File: src/rtl/mcdf_arbiter.sv
// MCDF arbiter: grants one requesting slave FIFO by programmed priority, reads one
// packet with the ack/val handshake and forwards it to the formatter with id/sop/eop tags.
module mcdf_arbiter #(
    parameter int DW   = 32,
    parameter int ID_W = 2
) (
    input  logic            clk_i,
    input  logic            rstn_i,
    input  logic            slv0_req_i,
    input  logic            slv1_req_i,
    input  logic            slv2_req_i,
    input  logic            slv0_val_i,
    input  logic            slv1_val_i,
    input  logic            slv2_val_i,
    input  logic [DW-1:0]   slv0_data_i,
    input  logic [DW-1:0]   slv1_data_i,
    input  logic [DW-1:0]   slv2_data_i,
    input  logic [1:0]      slv0_prio_i,
    input  logic [1:0]      slv1_prio_i,
    input  logic [1:0]      slv2_prio_i,
    input  logic [1:0]      slv0_len_i,
    input  logic [1:0]      slv1_len_i,
    input  logic [1:0]      slv2_len_i,
    input  logic            f2a_rdy_i,
    output logic            a2s0_ack_o,
    output logic            a2s1_ack_o,
    output logic            a2s2_ack_o,
    output logic            a2f_val_o,
    output logic [DW-1:0]   a2f_data_o,
    output logic [ID_W-1:0] a2f_id_o,
    output logic            a2f_sop_o,
    output logic            a2f_eop_o,
    output logic [5:0]      a2f_len_o,
    output logic            busy_o
);

    typedef enum logic [1:0] {
        IDLE  = 2'd0,
        XFER  = 2'd1,
        DRAIN = 2'd2
    } state_t;

    state_t      state;
    logic [2:0]  req;
    logic [1:0]  prio     [3];
    logic [1:0]  len_code [3];
    logic [1:0]  sel;
    logic [2:0]  ack;
    logic [5:0]  ack_cnt;
    logic [5:0]  rx_cnt;

    logic        gnt_any;
    logic [1:0]  gnt_ch;
    logic [1:0]  best_prio;
    logic [5:0]  gnt_len;
    logic        sel_val;
    logic [DW-1:0] sel_data;

    assign req         = {slv2_req_i, slv1_req_i, slv0_req_i};
    assign prio[0]     = slv0_prio_i;
    assign prio[1]     = slv1_prio_i;
    assign prio[2]     = slv2_prio_i;
    assign len_code[0] = slv0_len_i;
    assign len_code[1] = slv1_len_i;
    assign len_code[2] = slv2_len_i;

    assign a2s0_ack_o = ack[0];
    assign a2s1_ack_o = ack[1];
    assign a2s2_ack_o = ack[2];

    // Strict '<' while scanning upward keeps ties on the lowest channel index.
    always_comb begin
        gnt_any   = 1'b0;
        gnt_ch    = '0;
        best_prio = '1;
        for (int unsigned i = 0; i < 3; i++) begin
            if (req[i] && (!gnt_any || prio[i] < best_prio)) begin
                gnt_any   = 1'b1;
                gnt_ch    = 2'(i);
                best_prio = prio[i];
            end
        end
        gnt_len = 6'd4 << len_code[gnt_ch];
    end

    always_comb begin
        sel_val  = 1'b0;
        sel_data = '0;
        case (sel)
            2'd0: begin sel_val = slv0_val_i; sel_data = slv0_data_i; end
            2'd1: begin sel_val = slv1_val_i; sel_data = slv1_data_i; end
            2'd2: begin sel_val = slv2_val_i; sel_data = slv2_data_i; end
            default: begin sel_val = 1'b0; sel_data = '0; end
        endcase
    end

    always_ff @(posedge clk_i or negedge rstn_i) begin
        if (!rstn_i) begin
            state      <= IDLE;
            sel        <= '0;
            ack        <= '0;
            ack_cnt    <= '0;
            rx_cnt     <= '0;
            a2f_val_o  <= 1'b0;
            a2f_data_o <= '0;
            a2f_id_o   <= '0;
            a2f_sop_o  <= 1'b0;
            a2f_eop_o  <= 1'b0;
            a2f_len_o  <= '0;
            busy_o     <= 1'b0;
        end else begin
            a2f_val_o <= 1'b0;
            a2f_sop_o <= 1'b0;
            a2f_eop_o <= 1'b0;

            // Return path runs concurrently with XFER; words beyond len are dropped.
            if (state != IDLE && sel_val && rx_cnt != a2f_len_o) begin
                a2f_val_o  <= 1'b1;
                a2f_data_o <= sel_data;
                a2f_sop_o  <= (rx_cnt == 6'd0);
                a2f_eop_o  <= (rx_cnt == a2f_len_o - 6'd1);
                rx_cnt     <= rx_cnt + 6'd1;
            end

            case (state)
                IDLE: begin
                    if (f2a_rdy_i && gnt_any) begin
                        state     <= XFER;
                        sel       <= gnt_ch;
                        a2f_len_o <= gnt_len;
                        a2f_id_o  <= ID_W'(gnt_ch);
                        ack_cnt   <= '0;
                        rx_cnt    <= '0;
                        ack       <= 3'b001 << gnt_ch;
                        busy_o    <= 1'b1;
                    end
                end
                XFER: begin
                    ack_cnt <= ack_cnt + 6'd1;
                    if (ack_cnt + 6'd1 == a2f_len_o) begin
                        ack   <= '0;
                        state <= DRAIN;
                    end
                end
                DRAIN: begin
                    if (rx_cnt == a2f_len_o) begin
                        state  <= IDLE;
                        busy_o <= 1'b0;
                    end
                end
                default: begin
                    state  <= IDLE;
                    ack    <= '0;
                    busy_o <= 1'b0;
                end
            endcase
        end
    end

endmodule

File: config.mk
export PLATFORM = sky130hd
export DESIGN_NAME = mcdf_arbiter
export DESIGN_NICKNAME = d
export VERILOG_FILES = /design/src/rtl/mcdf_arbiter.sv
export SDC_FILE = /design/constraint.sdc
export NUM_CORES = 1
export LEC_CHECK = 0
export CORE_MARGIN = 1.5
export CORE_UTILIZATION = 38
export CTS_BUF_LIST = sky130_fd_sc_hd__clkbuf_16
export DETAILED_ROUTE_END_ITERATION = 10
export GPL_TIMING_DRIVEN = 0
export PLACE_DENSITY = 0.83
export SETUP_SLACK_MARGIN = 0.3
export SLEW_MARGIN = 20
export SYNTH_ARGS = -nofsm -noshare
export SYNTH_HDL_FRONTEND = slang
export SYNTH_SLANG_ARGS = --single-unit
File: constraint.sdc
create_clock -name clk_i -period 1.66 [get_ports clk_i]
set_input_delay 0.249 -clock clk_i [delete_from_list [all_inputs] [get_ports clk_i]]
set_output_delay 0.249 -clock clk_i [all_outputs]
set_load 0.005 [all_outputs]
After elaboration in Yosys (flattened, before gate mapping)

Index checks and enable logic that the tools add are counted.

Equality and inequality tests: 11
Reductions and logical operators: 19
Bitwise logic cells: 3
Shift operators: 2
Add/sub/neg operators: 3
Order comparisons: 3
Mux-type cells: 30

Operator list:

| operator                                             | number |
|---|---|
| one-hot mux 32 bit (3 select lines)                  | 1 |
| two-way mux 6 bit                                    | 4 |
| equality test 6 bit                                  | 3 |
| two-way mux 2 bit                                    | 8 |
| adder 6 x 1 -> 6 bit (second input constant)         | 2 |
| one-hot mux 6 bit (2 select lines)                   | 1 |
| two-way mux 1 bit                                    | 9 |
| one-hot mux 3 bit (3 select lines)                   | 1 |
| AND reduction 3 bit                                  | 3 |
| zero test 6 bit                                      | 1 |
| two-way mux 3 bit                                    | 2 |
| != test 2 bit (second input constant)                | 3 |
| != test 6 bit                                        | 1 |
| one-hot mux 1 bit (3 select lines)                   | 2 |
| one-hot mux 2 bit (3 select lines)                   | 1 |
| left shift 3 x 2 -> 6 bit (first input constant)     | 1 |
| subtractor 6 x 1 -> 6 bit (second input constant)    | 1 |
| logical AND 1 bit                                    | 5 |
| binary-select mux 2 bit (select 2 bit)               | 1 |
| equality test 2 x 1 -> 1 bit (second input constant) | 2 |
| equality test 2 bit (second input constant)          | 2 |
| zero test 2 bit                                      | 2 |
| < comparator 2 bit                                   | 2 |
| AND reduction 2 bit                                  | 2 |
| other kinds (7)                                      | 11 |

Output and inout port bits: 47
Word-level logic and storage cells: 82
Flip-flop bits (word level): 61
Bits of input ports: 117

Depth between registers and ports, before layout

Gate-level depths: netlist of the first run.

Depth in word-level cells: 14
Mapped depth: 13
Gate-level depth less buffers: 11

Worst setup path before layout of the first run

OpenSTA, ideal clock, no wires.

Path kind: in2reg
Start point: in slv0_req_i
End point: reg a2f_len_o[2]
Required time: 1.518 ns
Arrival: 2.367 ns
Path buffers: 2
Stages on the path: 12
Path slack: -0.849 ns
Library setup time: 0.142 ns
Path through: nor2b_1 > ha_1 > nand2_1 > o211ai_1 > clkbuf_1 > o21ai_0 > ha_1 > o21ai_0 > a21oi_1 > or2_0 > clkbuf_1 > o221ai_1

Word-level cells in the longest chain between the ends: 14
Elaborated cells on any way between the ends: 22

RTL lines:

| what                                                          | line | RTL |
|---|---|---|
| from (decl)                                                   | 9    | `input logic slv0_req_i,` |
| two-way mux 2 bit / two-way mux 1 bit (equally long branches) | 77   | `if (req[i] && (!gnt_any \|\| prio[i] < best_prio)) begin` |
| < comparator 2 bit / zero test 1 bit (equally long branches)  | 77   |  |
| logical OR 1 bit                                              | 77   |  |
| logical AND 1 bit                                             | 77   |  |
| two-way mux 2 bit / two-way mux 1 bit (equally long branches) | 77   |  |
| < comparator 2 bit / zero test 1 bit (equally long branches)  | 77   |  |
| logical OR 1 bit                                              | 77   |  |
| logical AND 1 bit                                             | 77   |  |
| two-way mux 2 bit                                             | 77   |  |
| inverter 2 -> 3 bit (implied by the code)                     | 83   | `gnt_len = 6'd4 << len_code[gnt_ch];` |
| binary-select mux 2 bit (select 2 bit)                        | 83   |  |
| two-way mux 2 bit (implied by the code) (2 in series)         | 83   |  |
| left shift 3 x 2 -> 6 bit                                     | 83   |  |
| to (signal assigned)                                          | 130  | `a2f_len_o <= gnt_len;` |
| to (decl)                                                     | 33   | `output logic [5:0] a2f_len_o,` |

Several ways; a longest one is shown, not always the timed one. The select of a mux whose other input is x is not followed.
A chain may end at the register's enable or synchronous reset.

Worst setup path in the final report of the first run

Start point: in slv1_prio_i[1]
End point: reg ack[0]

Word-level cells in the longest chain between the ends: 11
Elaborated cells on any way between the ends: 18

RTL lines:

| what                                                                             | line     | RTL |
|---|---|---|
| from (decl)                                                                      | 19       | `input logic [1:0] slv1_prio_i,` |
| < comparator 2 bit                                                               | 77       |  |
| logical OR 1 bit                                                                 | 77       |  |
| logical AND 1 bit                                                                | 77       |  |
| two-way mux 2 bit / two-way mux 1 bit (equally long branches)                    | 77       |  |
| < comparator 2 bit / zero test 1 bit (equally long branches)                     | 77       |  |
| logical OR 1 bit                                                                 | 77       |  |
| logical AND 1 bit                                                                | 77       |  |
| two-way mux 2 bit / two-way mux 1 bit (equally long branches)                    | 77       |  |
| left shift 1 x 2 -> 3 bit / logical AND 1 bit (equally long branches)            | 134, 127 |  |
| two-way mux 3 bit / != test 2 bit (equally long branches)                        | -        |  |
| one-hot mux 3 bit (3 select lines) / AND reduction 3 bit (equally long branches) | -        |  |
| to (signal assigned)                                                             | 134      | `ack <= 3'b001 << gnt_ch;` |
| to (decl)                                                                        | 48       | `logic [2:0] ack;` |

Several ways; a longest one is shown, not always the timed one. The select of a mux whose other input is x is not followed.

==> results of run 1 <==
-- per-layer routing --
| metal | vias to the layer above | global-route usage (%) | routed length (um) |
|---|---|---|---|
| met5 | - | 0 | 0 |
| met1 | 1946 | 28.8 | 5520 |
| met4 | 0 | 11.1 | 488 |
| li1 | 1857 | - | - |
| met2 | 182 | 46.9 | 7430 |
| met3 | 48 | 5.67 | 949 |
-- state kept, by name, indices dropped and copies added (netlist names), 2 cells and up --
register / cells
a2f_len_o: 4
ack_cnt: 6
state: 2
rx_cnt: 6
ack: 3
a2f_data_o: 32
sel: 2
-- cell type report --
type                       count  area (sq um)  share of cell area (%)
buffer                        30           263                    3.91
sequential                    59          1480                    22.1
clock buffer                   9           225                    3.35
inverter                       6          22.5                   0.335
tap                          108           135                    2.01
timing repair buffer         226          2220                    33.0
multi-input combinational    299          2330                    34.7
clock inverter                 7          45.0                   0.670
-- power by group through the flow --
| stage | Combinational, mW | Sequential [mW] | Clock, mW |
|---|---|---|---|
| 5_1_grt | 8.62 | 2.79 | 1.78 |
| 3_5_place_dp | 5.36 | 2.59 | 0 |
| 6_report | 8.12 | 2.72 | 1.69 |
| 2_1_floorplan | 3.21 | 2.57 | 0 |
| 4_1_cts | 6.92 | 2.56 | 1.68 |
| 3_3_place_gp | 5.15 | 2.56 | 0 |
-- cells by family after synthesis --
kind of cell	count (synthesis)	synth area share, %
flops	59	42.3
other cells	1	0.107
buf+inv	36	4.66
compound gates	102	17.7
fa+ha+maj	6	2.15
xor+xnor	14	3.91
mux	38	10.9
simple gates	137	18.3
-- final timing paths --
check                           slack, ns           start      endpoint
worst max-delay path                -0.50  slv1_prio_i[1]        ack[0]
worst max register to register      -0.33    a2f_len_o[5]        ack[1]
min in group clk_i                   0.53          busy_o        busy_o
worst min-delay path                 0.30          rstn_i    ack_cnt[5]
worst min register to register       0.53          busy_o        busy_o
max in group asynchronous            0.86          rstn_i  a2f_len_o[4]
-- synth_stat cells, drive strengths merged, types with 2 or more instances --
master	number
o21ai	13
inv	6
dfrtp	59
nor3	4
a21oi	67
nor3b	5
clkbuf	16
o211ai	2
or3	2
nand2	22
and3b	2
and3	3
o221ai	5
a22o	4
nor2	75
nand3	4
xnor2	9
ha	6
o31ai	2
nand4	2
mux2i	38
nor2b	6
nand3b	3
buf	14
xor2	4
-- what timing repair did --
action                                 CTS  global route
hold buffers                             1             0
cloned                                   6             0
setup endpoints to repair              104            63
endpoints found under the hold margin    7             0
pin swaps                               19             5
resized for setup                      153            68
setup buffers                           42            15
-- metrics by stage --
stage | area (sq um) | power, mW | setup TNS [ns] | setup slack, ns | utilization (%)
floorplan | 3670 | 5.77 | -5.72 | -0.595 | -
global placement | 5420 | 7.72 | -115.56 | -1.75 | 61.5
detailed placement | 5440 | 7.95 | -27.69 | -1.44 | 61.8
CTS | 6380 | 11.2 | -6.99 | -0.473 | 72.5
global route | 6720 | 13.2 | -12.37 | -0.545 | 76.3
finish | 6720 | 12.5 | -9.91 | -0.495 | 76.3
-- worst reg2reg max path, stage by stage, from the launching register on --
cell	delay (ns)
dfrtp_2	0.48
xnor2_2	0.18
or3_4	0.35
a2111oi_4	0.43
a21oi_2	0.17
a22o_1	0.27
==> flow_summary.toml, run 1 <==
[run_status]
status = "complete, but fails checks"
violations = "design-rule violations, negative setup slack"

[synth]
synth_warnings = 0
avgSynthCellArea_sq_um = 8.89
synth_top_area_share_pct = 42.3
synth_area_leaders = "dfrtp_1 (42%), mux2i_1 (11%), a21oi_1 (9.6%)"
yosysSeqAreaShare_pct = 42.3
synth_edf_count = 0
synth_top_cell_by_area = "dfrtp_1"
async_reset_ff_share_pct = 100
synth_flop_cell = "dfrtp_1"
synth.distinct_cells = 50
syn_inst = 393
syn_area_sq_um = 3490
ys_ff_latch = 59

[pwr]
p_int_mw = 7.33
p_sw_share_pct = 41.5
ir_drop_v = 0.000870
p_comb_share_pct = 64.8
seq_power_share_pct = 21.7
p_sw_mw = 5.21
power_density_nw_per_um2 = 1870
clkPwrFrac_pct = 13.5
cellLeakagePower_nw = 2.85

[timing]
rsz0062_at_grt = "true"
timing.final.ws_setup_ns = -0.495
setup_viol_count_final = 51
holdWs_ns = 0.297
slew-limit-headroom_pct = 66.7
slew_violations = 0
max_freq_ghz = 0.464
finalClockSkew_ns = 0.0103
worst_pin_slew_ns = 0.495
finalHoldViolations = 0
fin_crit_sh_pct = 130
fin_crit_ns = 2.16

[global_route]
antenna_found_initial = 0
grt_util_all_layers_pct = 25.7
grt_max_degree = 53
grt-ovfl-total = 0
grt_pass1_wl_um = 20200
grt_pass1_vias = 4166

[min_path]
holdCritPathClass = "input pin to async pin"

[placement]
dp_hpwl_um = 8320
gp_congestion = 0.814
portBuffers = 161
place_inst = 664

[worst_setup_path]
reg2regPathDepth = 5
path_delay_family = "compound AO/OA/AOI/OAI gates"
required_ns = 1.87
slowest_stage = "ha_4"
cp_num_cells = 13
critical-path-max-stage-delay_ns = 0.28
cp_max_fo = 7
critPathKind = "input pin to flop"
cp_cell_sequence = "clkdlybuf4s15_2 -> ha_4 -> nand2_2 -> o211ai_1 -> buf_4 -> nand2_2 -> o21ai_2 -> ha_1 -> o21ai_2 -> a21oi_2 -> or2_0 -> buf_4 -> a32o_1"
crit_buf_inv = 3
start_kind = "input pin"
end_kind = "flop"
crit_arrival_ns = 2.37

[finish]
final_common_cell = "clkdlybuf4s50_1"
layout.nets = 754
diodes = 0
fillerInstances = 536
area_growth_pct = 92.5
instances_no_fill = 744
final_cell_mix = "clkdlybuf4s50_1 (110), dfrtp_1 (53), nor2_1 (43), dlygate4sd2_1 (43), buf_4 (41)"
drive_above_1_share_pct = 33.6

[routing]
wirelength_um = 14400
drc = 16
viasPerCell = 5.42
drt_iter0_drc = 170
wire_per_inst_um = 19.3
via_count = 4033
final_antenna_net_count = 0
drtPass1Iterations = 8

[clock_tree]
cts_sinks = 59
cts_buffers = 9
cts_tree = "yes"
clk_pin_slew_ns = 0.06
clock_path_buffers = 2
root_buffer = "clkbuf_16"
clk_latency_ns = 0.32
htreeDepth = 3

[die]
die_w_um = 98.9
io_pins = 164
die_area_sq_um = 9770
die_y_um = 98.9
coreArea_sq_um = 8810
rows = 34
initial_core_util_pct = 39.7

[run]
maxCapViolCount = 0
Power figures use the tool's default switching activity.
==> run 2, diff against run 1 <==
--- a/config.mk
+++ b/config.mk
@@ -11,7 +11,6 @@
 export DETAILED_ROUTE_END_ITERATION = 10
 export GPL_TIMING_DRIVEN = 0
 export PLACE_DENSITY = 0.83
-export SETUP_SLACK_MARGIN = 0.3
 export SLEW_MARGIN = 20
 export SYNTH_ARGS = -nofsm -noshare
 export SYNTH_HDL_FRONTEND = slang
==> run 2 against run 1 <==
The flow still finishes with violations (design-rule violations, negative setup slack). Largest cell class unchanged. Critical path depth increased by 1. Critical endpoint is now a2f_len_o[3]. Critical path type unchanged. Sequential power decreased by 3%. Worst hold slack improved by 0.034 ns.
==> flow_summary.toml, run 2 (synthesis results as in run 1) <==
[placement]
dp_hpwl_um = 8900
portBuffers = 161
placed_area_sq_um = 5300
gp_congestion = 0.883

[die]
io_pins = 164
rows = 34
die_y_um = 98.9
initial_core_util_pct = 39.7
die_area_sq_um = 9770
coreArea_sq_um = 8810
die_w_um = 98.9

[timing]
setup_viol_count_final = 50
fin_crit_ns = 2.12
slew-limit-headroom_pct = 64.3
rsz0062_at_grt = "true"
finalHoldViolations = 0
timing.final.ws_setup_ns = -0.462
worst_pin_slew_ns = 0.531
finalClockSkew_ns = 0.00711
max_freq_ghz = 0.471
fin_crit_sh_pct = 128
slew_violations = 0

[global_route]
grt_util_all_layers_pct = 24.5
grt_max_degree = 45
antenna_found_initial = 0
grt_pass1_vias = 3801
grt_pass1_wl_um = 18900
grt-ovfl-total = 0

[finish]
largest_reg_flops = 32
reg_top3 = "a2f_data_o (32), ack_cnt (6), rx_cnt (6)"
design_area_sq_um = 5960
diodes = 0
final_cell_mix = "clkdlybuf4s50_1 (154), nor2_1 (74), a21oi_1 (65), dfrtp_1 (55), mux2i_1 (38)"
regMostFlops = "a2f_data_o"
final_common_cell = "clkdlybuf4s50_1"
area_growth_pct = 70.7
layout.nets = 719
drive_above_1_share_pct = 16.7

[worst_setup_path]
rr_endpoint = "ack[1]"
reg2reg_from = "state[0]"
reg2regPathDepth = 4
critPathKind = "input pin to flop"
crit_start = "slv0_req_i"
cp-endpoint = "a2f_len_o[3]"
end_kind = "flop"
r2r_slack_ns = -0.19
crit_arrival_ns = 2.31
start_kind = "input pin"
cp_max_fo = 7
required_ns = 1.85

[routing]
drt_iter0_drc = 142
drc = 18
wirelength_um = 11900
drtPass1Iterations = 8
final_antenna_net_count = 0
via_count = 3734
wire_per_inst_um = 16.9
viasPerCell = 5.28

[clock_tree]
cts_buffers = 9
clk_pin_slew_ns = 0.05
cts_sinks = 59
htreeDepth = 3
root_buffer = "clkbuf_16"
cts_tree = "yes"
clock_path_buffers = 2
clk_latency_ns = 0.32

[pwr]
cellLeakagePower_nw = 2.52
total_power_mw = 9.85
power_density_nw_per_um2 = 1650
ir_drop_v = 0.000640

[run]
maxCapViolCount = 0

[run_status]
violations = "design-rule violations, negative setup slack"
status = "complete, but fails checks"

[min_path]
holdCritPathClass = "input pin to async pin"
==> run 2: cell count changes in the layout (fill, tap and decap cells not counted), moves of 9 or more <==
cell | before | now
clkdlybuf4s50_1 | 110 | 154
nor2_1 | 43 | 74
buf_4 | 41 | 32
nor2_4 | 20 | 0
buf_6 | 26 | 4
a21oi_2 | 34 | 2
a21oi_1 | 33 | 65
dlygate4sd2_1 | 43 | 3
nor2_2 | 12 | 1
==> run 2: how the worst min path moves through the flow <==
stage | from | end | slack [ns]
floorplan | rstn_i | a2f_data_o[0] | -0.05
global placement | ack_cnt[5] | ack_cnt[5] | 0.49
detailed placement | rstn_i | a2f_data_o[1] | 0.13
CTS | rstn_i | a2f_data_o[1] | 0.33
global route | rstn_i | a2f_data_o[1] | 0.34
finish | rstn_i | a2f_data_o[1] | 0.33
==> run 2: metrics by stage <==
stage / instances / setup slack (ns) / TNS, ns / hold slack [ns] / utilization (%)
final: 707 / -0.462 / -6.82 / 0.331 / 67.7
after global routing: 707 / -0.564 / -13.01 / 0.345 / 67.7
after CTS: 699 / -0.400 / -10.41 / 0.330 / 66.1
after detailed placement: 664 / -1.44 / -29.93 / 0.131 / 60.2
after global placement: 663 / -1.51 / -116.17 / 0.490 / 59.9
after floorplan: 394 / -0.595 / -4.69 / -0.0466 / -
==> run 2: timing repair <==
item                                   in CTS  in global routing
setup buffers                              20                 10
hold buffers                                1                  0
gates resized for setup                    47                 24
setup endpoints to repair                  59                 59
endpoints found under the hold margin      15                  0
pin swaps                                  13                 17
==> run 2: cell type report <==
cell class,instances,area [sq um]
Clock inverter,5,47.5
Sequential cell,59,1480
Fill cell,706,2850
Multi-Input combinational cell,299,2000
Timing Repair Buffer,193,1870
Buffer,28,180
Clock buffer,9,225
Tap cell,108,135
Inverter,6,22.5
==> run 2: routing by layer <==
metal | up-vias | GRT usage, % | share of wire (%)
li1 | 1776 | - | -
met2 | 132 | 44.9 | 52
met5 | - | 0 | 0
met1 | 1814 | 27.5 | 39
met3 | 12 | 7.45 | 7.7
met4 | 0 | 6.81 | 1.0
==> run 2: worst max-delay path, cell delays in order <==
cell and delay, ns:
buf_8 0.09, nor2b_4 0.12, ha_4 0.26, nand2_2 0.04, o211ai_1 0.21, buf_4 0.18
o21ai_2 0.05, ha_1 0.29, o21ai_2 0.06, a21oi_2 0.17, or2_0 0.21, clkbuf_8 0.18
buf_6 0.10, o221ai_4 0.09
==> run 2: report_power, final <==
part	switching (mW)	internal, mW
sequential	0.510	2.12
combinational	2.65	2.86
clock	0.593	1.12
==> run 3, diff against run 2 <==
--- a/config.mk
+++ b/config.mk
@@ -6,11 +6,11 @@
 export NUM_CORES = 1
 export LEC_CHECK = 0
 export CORE_MARGIN = 1.5
-export CORE_UTILIZATION = 38
+export CORE_UTILIZATION = 42
 export CTS_BUF_LIST = sky130_fd_sc_hd__clkbuf_16
 export DETAILED_ROUTE_END_ITERATION = 10
 export GPL_TIMING_DRIVEN = 0
-export PLACE_DENSITY = 0.83
+export PLACE_DENSITY = 0.87
 export SLEW_MARGIN = 20
 export SYNTH_ARGS = -nofsm -noshare
 export SYNTH_HDL_FRONTEND = slang
==> constraint.sdc (replaced) <==
create_clock -name clk_i -period 2.3 [get_ports clk_i]
set_input_delay 0.345 -clock clk_i [delete_from_list [all_inputs] [get_ports clk_i]]
set_output_delay 0.345 -clock clk_i [all_outputs]
set_load 0.005 [all_outputs]
==> run 3 against run 2 <==
The run now ends clean. Global-route usage grew 1.4 points. Highest routed layer unchanged. Final area shrank 6.8%. Largest cell class is now multi-input gates. First-iteration DRC count shrank 4.9%.
==> flow_summary.toml, run 3 (synthesis results as in run 1) <==
[run_status]
status = "complete, no violations"

[clock_tree]
cts_buffers = 9
htreeDepth = 3
clock_path_buffers = 2
cts_tree = "yes"
hold_buffers = 0
clk_latency_ns = 0.33
cts_sinks = 59
root_buffer = "clkbuf_16"
clk_pin_slew_ns = 0.05

[pwr]
power_density_nw_per_um2 = 1180
ir_drop_v = 0.000471
cellLeakagePower_nw = 2.30

[worst_setup_path]
rr_endpoint = "a2f_data_o[1]"
reg2regPathDepth = 5
start_kind = "input pin"
crit_buf_inv = 3
cp_cell_sequence = "dlygate4sd2_1 -> ha_4 -> nand2_1 -> o211ai_1 -> buf_4 -> nand2_1 -> o21ai_2 -> ha_1 -> o21ai_2 -> a21oi_4 -> or2_0 -> buf_4 -> a32o_1"
r2r_slack_ns = 0.22
cp_max_fo = 7
required_ns = 2.51
critPathKind = "input pin to flop"
end_kind = "flop"
crit_arrival_ns = 2.42
slowest_stage = "ha_4"
path_delay_family = "compound AO/OA/AOI/OAI gates"
critical-path-max-stage-delay_ns = 0.28
reg2reg_from = "a2f_len_o[4]"

[finish]
design_area_sq_um = 5550
layout.nets = 691
regMostFlops = "a2f_data_o"
reg_top3 = "a2f_data_o (32), ack_cnt (6), rx_cnt (6)"
instances_no_fill = 677
final_cell_mix = "clkdlybuf4s50_1 (157), nor2_1 (75), a21oi_1 (66), dfrtp_1 (59), mux2i_1 (38)"
diodes = 0
area_growth_pct = 59.0
largest_reg_flops = 32
drive_above_1_share_pct = 7.34
final_common_cell = "clkdlybuf4s50_1"

[min_path]
holdCritPathClass = "input pin to async pin"

[routing]
final_antenna_net_count = 0
via_count = 3599
wirelength_um = 11200
drtPass1Iterations = 4
viasPerCell = 5.32
drt_iter0_drc = 135
wire_per_inst_um = 16.6
drc = 0

[global_route]
grt-ovfl-total = 0
grt_pass1_vias = 3570
grt_util_all_layers_pct = 25.9
antenna_found_initial = 0
grt_pass1_wl_um = 17300
grt_max_degree = 60

[placement]
portBuffers = 161
placed_area_sq_um = 5270
place_inst = 660
dp_hpwl_um = 8640
gp_congestion = 0.855

[die]
rows = 33
initial_core_util_pct = 42.9
die_y_um = 94.2
die_area_sq_um = 8870
io_pins = 164
coreArea_sq_um = 8130
die_w_um = 94.2

[timing]
holdWs_ns = 0.0969
fin_crit_ns = 2.21
finalHoldViolations = 0
finalClockSkew_ns = 0.00416
max_freq_ghz = 0.453
worst_pin_slew_ns = 0.794
slew_violations = 0
slew-limit-headroom_pct = 47.1
setup_viol_count_final = 0
fin_crit_sh_pct = 96.0

[run]
maxCapViolCount = 0
[run 3: report_power, final]
| part | internal, mW | leakage (nW) | switching [mW] | total [mW] |
|---|---|---|---|---|
| logic | 1.79 | 1.46 | 1.79 | 3.58 |
| registers | 1.52 | 0.703 | 0.332 | 1.86 |
| clock network | 0.702 | 0.135 | 0.434 | 1.14 |
[run 3: layout make-up]
cell class	count	area, sq um
Multi-Input combinational cell	299	1900
Clock buffer	9	225
Buffer	30	148
Tap cell	105	131
Clock inverter	6	26.3
Timing Repair Buffer	163	1620
Sequential cell	59	1480
Fill cell	602	2580
Inverter	6	22.5
[run 3: how the worst max path moves through the flow]
stage | from | to | slack [ns] | cells after the start
after global routing | slv1_prio_i[1] | sel[0] | -0.01 | 13
after CTS | slv0_req_i | ack[0] | 0.02 | 14
after floorplan | slv0_req_i | ack[0] | -0.05 | 13
final | slv1_prio_i[1] | ack[0] | 0.09 | 13
after global placement | rstn_i | ack_cnt[1] | -0.92 | 1
after detailed placement | slv0_req_i | ack[0] | -0.99 | 14
[run 3: metal layers]
metal  vias up  part of all wire, %  global-route usage (%)  wire, um
li1       1720                    -                       -         -
met1      1714                   39                    28.6      4400
met2       141                   49                    45.6      5520
met3        24                  8.3                    8.09       931
met4         0                  3.1                    10.8       347
met5         -                    0                       0         0
[run 3: worst reg2reg max path, stage by stage, from the launching register on]
cell and delay, ns:
dfrtp_1 0.48, xnor2_1 0.20, and4b_1 0.26, a211oi_4 0.44
clkbuf_1 0.43, a21oi_1 0.14
[run 3: timing repair]
| item | 4_1_cts | 5_1_grt |
|---|---|---|
| pin swaps | 1 | 2 |
| resized for setup | 8 | 9 |
| setup buffers | 2 | 0 |
| setup endpoints to repair | 9 | 8 |
[run 3: through the flow]
stage	power [mW]	util [%]	TNS (ns)	setup slack, ns
3_3_place_gp	5.28	64.8	-61.95	-0.919
6_report	6.57	68.3	0	0.0923
4_1_cts	6.58	68.0	0	0.0155
5_1_grt	7.07	68.3	-0.0165	-0.0101
3_5_place_dp	5.42	64.7	-9.54	-0.986
2_1_floorplan	3.88	-	-0.131	-0.0516
